<file path="src/rtl/tx_pkg.sv">
// Shared types and line constants for the 8N1 serial transmitter.
package tx_pkg;

  typedef enum logic [1:0] {
    IDLE,
    START,
    DATA,
    STOP
  } tx_state_t;

  localparam int   DATA_BITS = 8;
  localparam int   CNT_BITS  = 4;
  localparam logic START_BIT = 1'b0;
  localparam logic STOP_BIT  = 1'b1;
  localparam logic IDLE_LINE = 1'b1;

endpackage

</file>
<file path="src/rtl/tx_block_if.sv">
// Byte-in / serial-out handshake bundle between a byte source and tx_block.
interface tx_block_if;

  logic       tx_start;
  logic [7:0] tx_data;
  logic       serial_out;
  logic       tx_busy;
  logic       tx_done;

  modport master (
    output tx_start,
    output tx_data,
    input  serial_out,
    input  tx_busy,
    input  tx_done
  );

  modport slave (
    input  tx_start,
    input  tx_data,
    output serial_out,
    output tx_busy,
    output tx_done
  );

endinterface

</file>
<file path="src/rtl/flex_counter.sv">
// Parameterized up-counter: counts 1..rollover_val and wraps to 1, with a registered
// flag that is high exactly while count_out equals rollover_val.
module flex_counter #(
  parameter int NUM_CNT_BITS = 4
) (
  input  logic                    clk,
  input  logic                    n_rst,
  input  logic                    clear,
  input  logic                    count_enable,
  input  logic [NUM_CNT_BITS-1:0] rollover_val,
  output logic [NUM_CNT_BITS-1:0] count_out,
  output logic                    rollover_flag
);

  logic [NUM_CNT_BITS-1:0] r_count;
  logic                    r_flag;
  logic [NUM_CNT_BITS-1:0] w_count_next;
  logic                    w_flag_next;

  // A clear that coincides with an enable restarts the count and counts this edge as the first.
  always_comb begin
    w_count_next = r_count;
    if (clear) begin
      w_count_next = count_enable ? NUM_CNT_BITS'(1) : '0;
    end else if (count_enable) begin
      if (r_count == rollover_val) begin
        w_count_next = NUM_CNT_BITS'(1);
      end else begin
        w_count_next = r_count + NUM_CNT_BITS'(1);
      end
    end
  end

  assign w_flag_next = (w_count_next == rollover_val);

  always_ff @(posedge clk or negedge n_rst) begin
    if (!n_rst) begin
      r_count <= '0;
      r_flag  <= 1'b0;
    end else begin
      r_count <= w_count_next;
      r_flag  <= w_flag_next;
    end
  end

  assign count_out     = r_count;
  assign rollover_flag = r_flag;

endmodule

</file>
<file path="src/rtl/tx_block.sv">
// 8N1 serial transmitter: one byte per start/busy handshake, BIT_PERIOD clocks per bit,
// all outputs registered.
module tx_block
  import tx_pkg::*;
#(
  parameter int BIT_PERIOD = 10
) (
  input logic       clk,
  input logic       n_rst,
  tx_block_if.slave bus
);

  tx_state_t                r_state;
  logic [DATA_BITS-1:0]     r_shift;
  logic                     r_serial;
  logic                     r_busy;
  logic                     r_done;

  logic                     w_accept;
  logic                     w_timer_roll;
  logic                     w_timer_clear;
  logic                     w_timer_en;
  logic [CNT_BITS-1:0]      w_timer_cnt;
  logic                     w_bit_en;
  logic                     w_bit_wrap;
  logic [CNT_BITS-1:0]      w_bit_cnt;
  logic                     w_last_bit;
  logic                     w_state_change;
  logic                     w_unused;

  assign w_accept       = (r_state == IDLE) && bus.tx_start;
  assign w_last_bit     = (w_bit_cnt == CNT_BITS'(DATA_BITS - 1));
  assign w_state_change = (r_state != IDLE) && w_timer_roll &&
                          ((r_state != DATA) || w_last_bit);

  // The timer counts the accept edge itself, so each state lasts exactly BIT_PERIOD clocks.
  assign w_timer_clear  = w_accept || w_state_change;
  assign w_timer_en     = w_accept || (r_state != IDLE);
  assign w_bit_en       = (r_state == DATA) && w_timer_roll;

  flex_counter #(
    .NUM_CNT_BITS (CNT_BITS)
  ) u_bit_timer (
    .clk           (clk),
    .n_rst         (n_rst),
    .clear         (w_timer_clear),
    .count_enable  (w_timer_en),
    .rollover_val  (CNT_BITS'(BIT_PERIOD)),
    .count_out     (w_timer_cnt),
    .rollover_flag (w_timer_roll)
  );

  flex_counter #(
    .NUM_CNT_BITS (CNT_BITS)
  ) u_bit_index (
    .clk           (clk),
    .n_rst         (n_rst),
    .clear         (w_accept),
    .count_enable  (w_bit_en),
    .rollover_val  (CNT_BITS'(DATA_BITS)),
    .count_out     (w_bit_cnt),
    .rollover_flag (w_bit_wrap)
  );

  // Sequencing only needs the timer flag and the bit index value.
  assign w_unused = ^{w_timer_cnt, w_bit_wrap};

  always_ff @(posedge clk or negedge n_rst) begin
    if (!n_rst) begin
      r_state  <= IDLE;
      r_shift  <= '0;
      r_serial <= IDLE_LINE;
      r_busy   <= 1'b0;
      r_done   <= 1'b0;
    end else begin
      r_done <= 1'b0;
      case (r_state)
        IDLE: begin
          r_serial <= IDLE_LINE;
          r_busy   <= 1'b0;
          if (bus.tx_start) begin
            r_shift  <= bus.tx_data;
            r_serial <= START_BIT;
            r_busy   <= 1'b1;
            r_state  <= START;
          end
        end
        START: begin
          if (w_timer_roll) begin
            r_serial <= r_shift[0];
            r_state  <= DATA;
          end
        end
        DATA: begin
          if (w_timer_roll) begin
            r_shift <= {1'b0, r_shift[DATA_BITS-1:1]};
            if (w_last_bit) begin
              r_serial <= STOP_BIT;
              r_state  <= STOP;
            end else begin
              r_serial <= r_shift[1];
            end
          end
        end
        STOP: begin
          if (w_timer_roll) begin
            r_serial <= IDLE_LINE;
            r_busy   <= 1'b0;
            r_done   <= 1'b1;
            r_state  <= IDLE;
          end
        end
        default: begin
          r_serial <= IDLE_LINE;
          r_busy   <= 1'b0;
          r_state  <= IDLE;
        end
      endcase
    end
  end

  assign bus.serial_out = r_serial;
  assign bus.tx_busy    = r_busy;
  assign bus.tx_done    = r_done;

endmodule

</file>
<file path="src/flat_wrapper.sv">
// flat-port wrapper written by rule: the top's interface ports become plain ports
module tx_block_flat import tx_pkg::*;
#(
  parameter int BIT_PERIOD = 10
)
  (clk, n_rst, bus_tx_start, bus_tx_data, bus_serial_out, bus_tx_busy, bus_tx_done);
  tx_block_if bus_i ();
  input logic clk;
  input logic n_rst;
  input wire logic [$bits(bus_i.tx_start)-1:0] bus_tx_start;
  input wire logic [$bits(bus_i.tx_data)-1:0] bus_tx_data;
  output wire logic [$bits(bus_i.serial_out)-1:0] bus_serial_out;
  output wire logic [$bits(bus_i.tx_busy)-1:0] bus_tx_busy;
  output wire logic [$bits(bus_i.tx_done)-1:0] bus_tx_done;
  assign bus_i.tx_start = bus_tx_start;
  assign bus_i.tx_data = bus_tx_data;
  assign bus_serial_out = bus_i.serial_out;
  assign bus_tx_busy = bus_i.tx_busy;
  assign bus_tx_done = bus_i.tx_done;
  tx_block #(.BIT_PERIOD(BIT_PERIOD)) u_core (.clk(clk), .n_rst(n_rst), .bus(bus_i));
endmodule
</file>
<file path="config.mk">
export PLATFORM = sky130hd
export DESIGN_NAME = tx_block_flat
export DESIGN_NICKNAME = d
export VERILOG_FILES = /design/src/rtl/tx_pkg.sv /design/src/rtl/tx_block_if.sv /design/src/rtl/flex_counter.sv /design/src/rtl/tx_block.sv /design/src/flat_wrapper.sv
export SDC_FILE = /design/constraint.sdc
export NUM_CORES = 1
export LEC_CHECK = 0
export CORE_ASPECT_RATIO = 0.9
export CORE_MARGIN = 2
export CORE_UTILIZATION = 30
export CTS_CLUSTER_DIAMETER = 30
export DETAILED_ROUTE_END_ITERATION = 6
export SLEW_MARGIN = 20
export SYNTH_ARGS = -nofsm -noshare
export SYNTH_HDL_FRONTEND = slang
export SYNTH_SLANG_ARGS = --single-unit
</file>
<file path="constraint.sdc">
create_clock -name clk -period 1.8 [get_ports clk]
set_input_delay 0.27 -clock clk [delete_from_list [all_inputs] [get_ports clk]]
set_output_delay 0.27 -clock clk [all_outputs]
set_load 0.05 [all_outputs]
</file>
==> flow_summary.yaml <==
cells_and_area:
  fin_area_sq_um: 1524
  fin_util_pct: 37.41
  area_delta_synth_final_pct: 20.12
  multi_input_area_sq_um: 659.4
  fin_nets: 161
  n_antenna_cell: 0
  ff_latch_area_sq_um: 551.8
  drive_above_1_share_pct: 16.08
  fillers: 399
place:
  port_buffers: 13
  placed_area_sq_um: 1440
  gp_congestion: 0.7770
  dp_hpwl_um: 1753
sta:
  skew_ps: 3.321
  relSlewSlack_pct: 66.87
  finalSetupViolCount: 0
  holdWs_ps: 349.0
  tightest_slew_ps: 495.4
  hold_viol_final: 0
  slew_viol_final: 0
  post-route-min-period_ps: 1718
  post-route-period-util_pct: 95.43
  max_freq_mhz: 582.2
  timing.setup.tns_ps: 0
yosys:
  postSynthAreaPerCell_sq_um: 10.07
  yosysTopAreaCellShare_pct: 41.42
  synth_edf_count: 0
  ys_seq_area_share_pct: 43.49
  syn_inst: 126
  synth_warnings: 0
  synth_nets: 143
  yosys.area.top_type: "dfrtp_1"
  synth_cell_types: 39
  synth_common_cells: "dfrtp_1, a21oi_1, nor2_1"
  yosysMostFrequentCell: "dfrtp_1"
  synth_ff_type: "dfrtp_1"
  netlist_area_sq_um: 1269
  async_flop_share_pct: 100.0
  synth_area_leaders: "dfrtp_1, mux2i_1, ha_1"
  ys_seq_elements: 22
floorplan:
  core_sq_um: 4074
  start_util_pct: 31.14
  rows: 22
  die_y_um: 65.70
  die_w_um: 72.55
  die_area_sq_um: 4766
  ioPinCount: 14
setup_path:
  cp_max_fo: 14
  end_kind: "flip-flop"
  worst_ep_arrival_time_ps: 1910
  ff2ff_path_depth: 7
  critPathKind: "flip-flop to flip-flop"
  reg2reg_to: "u_core.u_bit_index.count_out[3]"
  cp-start-kind: "flip-flop"
  cp.required_ps: 1990
  regToRegSetupSlack_ps: 80
  r2r-start: "u_core.r_state[0]"
clocking:
  cts.reportedPaths.clkPinSlew_ps: 80
  cts_buffers: 3
  cts_sinks: 22
  clk_latency_ps: 260
  clock-root-buffer: "clkbuf_8"
  htreeDepth: 1
  cts_hold_buf: 0
  clockBufferDepth: 2
  cts_tree: "built"
drt:
  drt-total-wl_um: 2375
  wl_per_cell_um: 12.43
  dr.pass1.iters: 4
  vias_per_cell: 5.000
  drtIter0Drc: 27
  vias: 955
  drc: 0
  ant_nets: 0
power_and_ir_drop:
  power.density_nw_per_um2: 1695
  p_leak_uw: 0.0006401
  irDropWorstVdd_mv: 0.5211
grt:
  grt_pass1_vias: 936
  antenna_found_initial: 0
  grt_usage_pct: 11.00
  grt_pass1_wl_um: 4098
  grt_max_degree: 23
  overflow: 0
worst_hold_path:
  hp-class: "input port to async pin"
flow_run:
  maxCapViolCount: 0
outcome:
  status: "finished, final reports clean"
[cell type report]
type | count | share of cell area, %
Clock buffer | 3 | 2.709
Sequential cell | 22 | 36.21
Inverter | 5 | 1.232
Timing Repair Buffer | 18 | 10.67
Clock inverter | 1 | 1.970
Tap cell | 48 | 3.941
Multi-Input combinational cell | 94 | 43.27
[cell families after synthesis]
kind of cell	share of synthesized area (%)
buf+inv	4.930
simple gates	22.39
mux	7.199
flops	43.49
compound gates	16.08
fa+ha+maj	5.917
[metal layers]
layer | track usage (%) | vias to the layer above | share of wire (%)
li1 | - | 474 | -
met1 | 14.14 | 458 | 49
met2 | 17.50 | 18 | 46
met3 | 2.761 | 5 | 4.1
met4 | 4.630 | 0 | 1.1
met5 | 0 | - | 0
[state kept, by name, indices dropped and copies added, names as in the netlist]
name	count
u_core.r_shift	8
u_core.bus.tx_done	1
u_core.u_bit_index.count_out	4
u_core.bus.serial_out	1
u_core.u_bit_timer.count_out	4
u_core.u_bit_timer.rollover_flag	1
u_core.bus.tx_busy	1
u_core.r_state	2
[how the worst max path moves through the flow]
stage / start / endpoint / slack, ps / cells after the start
finish: u_core.r_state[0] / u_core.u_bit_index.count_out[3] / 80 / 7
global route: u_core.r_state[0] / u_core.u_bit_index.count_out[3] / -10 / 7
CTS: u_core.r_state[0] / u_core.u_bit_index.count_out[3] / 4 / 7
detailed placement: u_core.r_state[0] / u_core.u_bit_index.count_out[3] / 30 / 7
global placement: u_core.r_state[0] / u_core.u_bit_index.count_out[3] / 120 / 7
floorplan: u_core.r_state[0] / u_core.r_state[1] / 170 / 6
[report_power, final]
group / total [uW] / switching (uW) / internal, uW
registers: 865 / 167 / 698
logic: 1260 / 692 / 567
clock network: 460 / 163 / 297
[stage by stage]
stage               setup slack, ps  std cells  total power (uW)
finish                        82.25        191              2584
global route                 -10.09        191              2790
CTS                           3.620        190              2574
detailed placement            25.31        186              2103
global placement              122.0        186              2059
floorplan                     174.8        126              1878
[cell usage in the layout, fill, tap and decap left out, types with 2 or more instances in the layout]
| master | Yosys | layout |
|---|---|---|
| mux2i_1 | 8 | 8 |
| nand2_1 | 10 | 10 |
| dfrtp_1 | 21 | 21 |
| nand3_1 | 3 | 3 |
| clkbuf_8 | 0 | 3 |
| inv_1 | 5 | 5 |
| buf_4 | 0 | 7 |
| and2_1 | 3 | 3 |
| o22ai_1 | 2 | 2 |
| nor2_1 | 12 | 12 |
| nand2b_1 | 8 | 8 |
| o21ai_0 | 5 | 5 |
| a21oi_1 | 13 | 13 |
| clkdlybuf4s50_1 | 0 | 11 |
| ha_1 | 6 | 4 |
| nor3_1 | 2 | 2 |
| ha_2 | 0 | 2 |
[critical path, stage by stage (launching register included)]
cell and delay [ps]:
dfrtp_1 420, inv_1 110, ha_2 280, buf_4 240
nand2_1 150, nor3_1 200, o21ai_0 110, a21oi_1 130
[what timing repair did]
item                       CTS  global route
resized for setup            0             2
setup buffers                0             1
setup endpoints to repair    0             4
No activity file was read; power rests on OpenSTA's default activity.
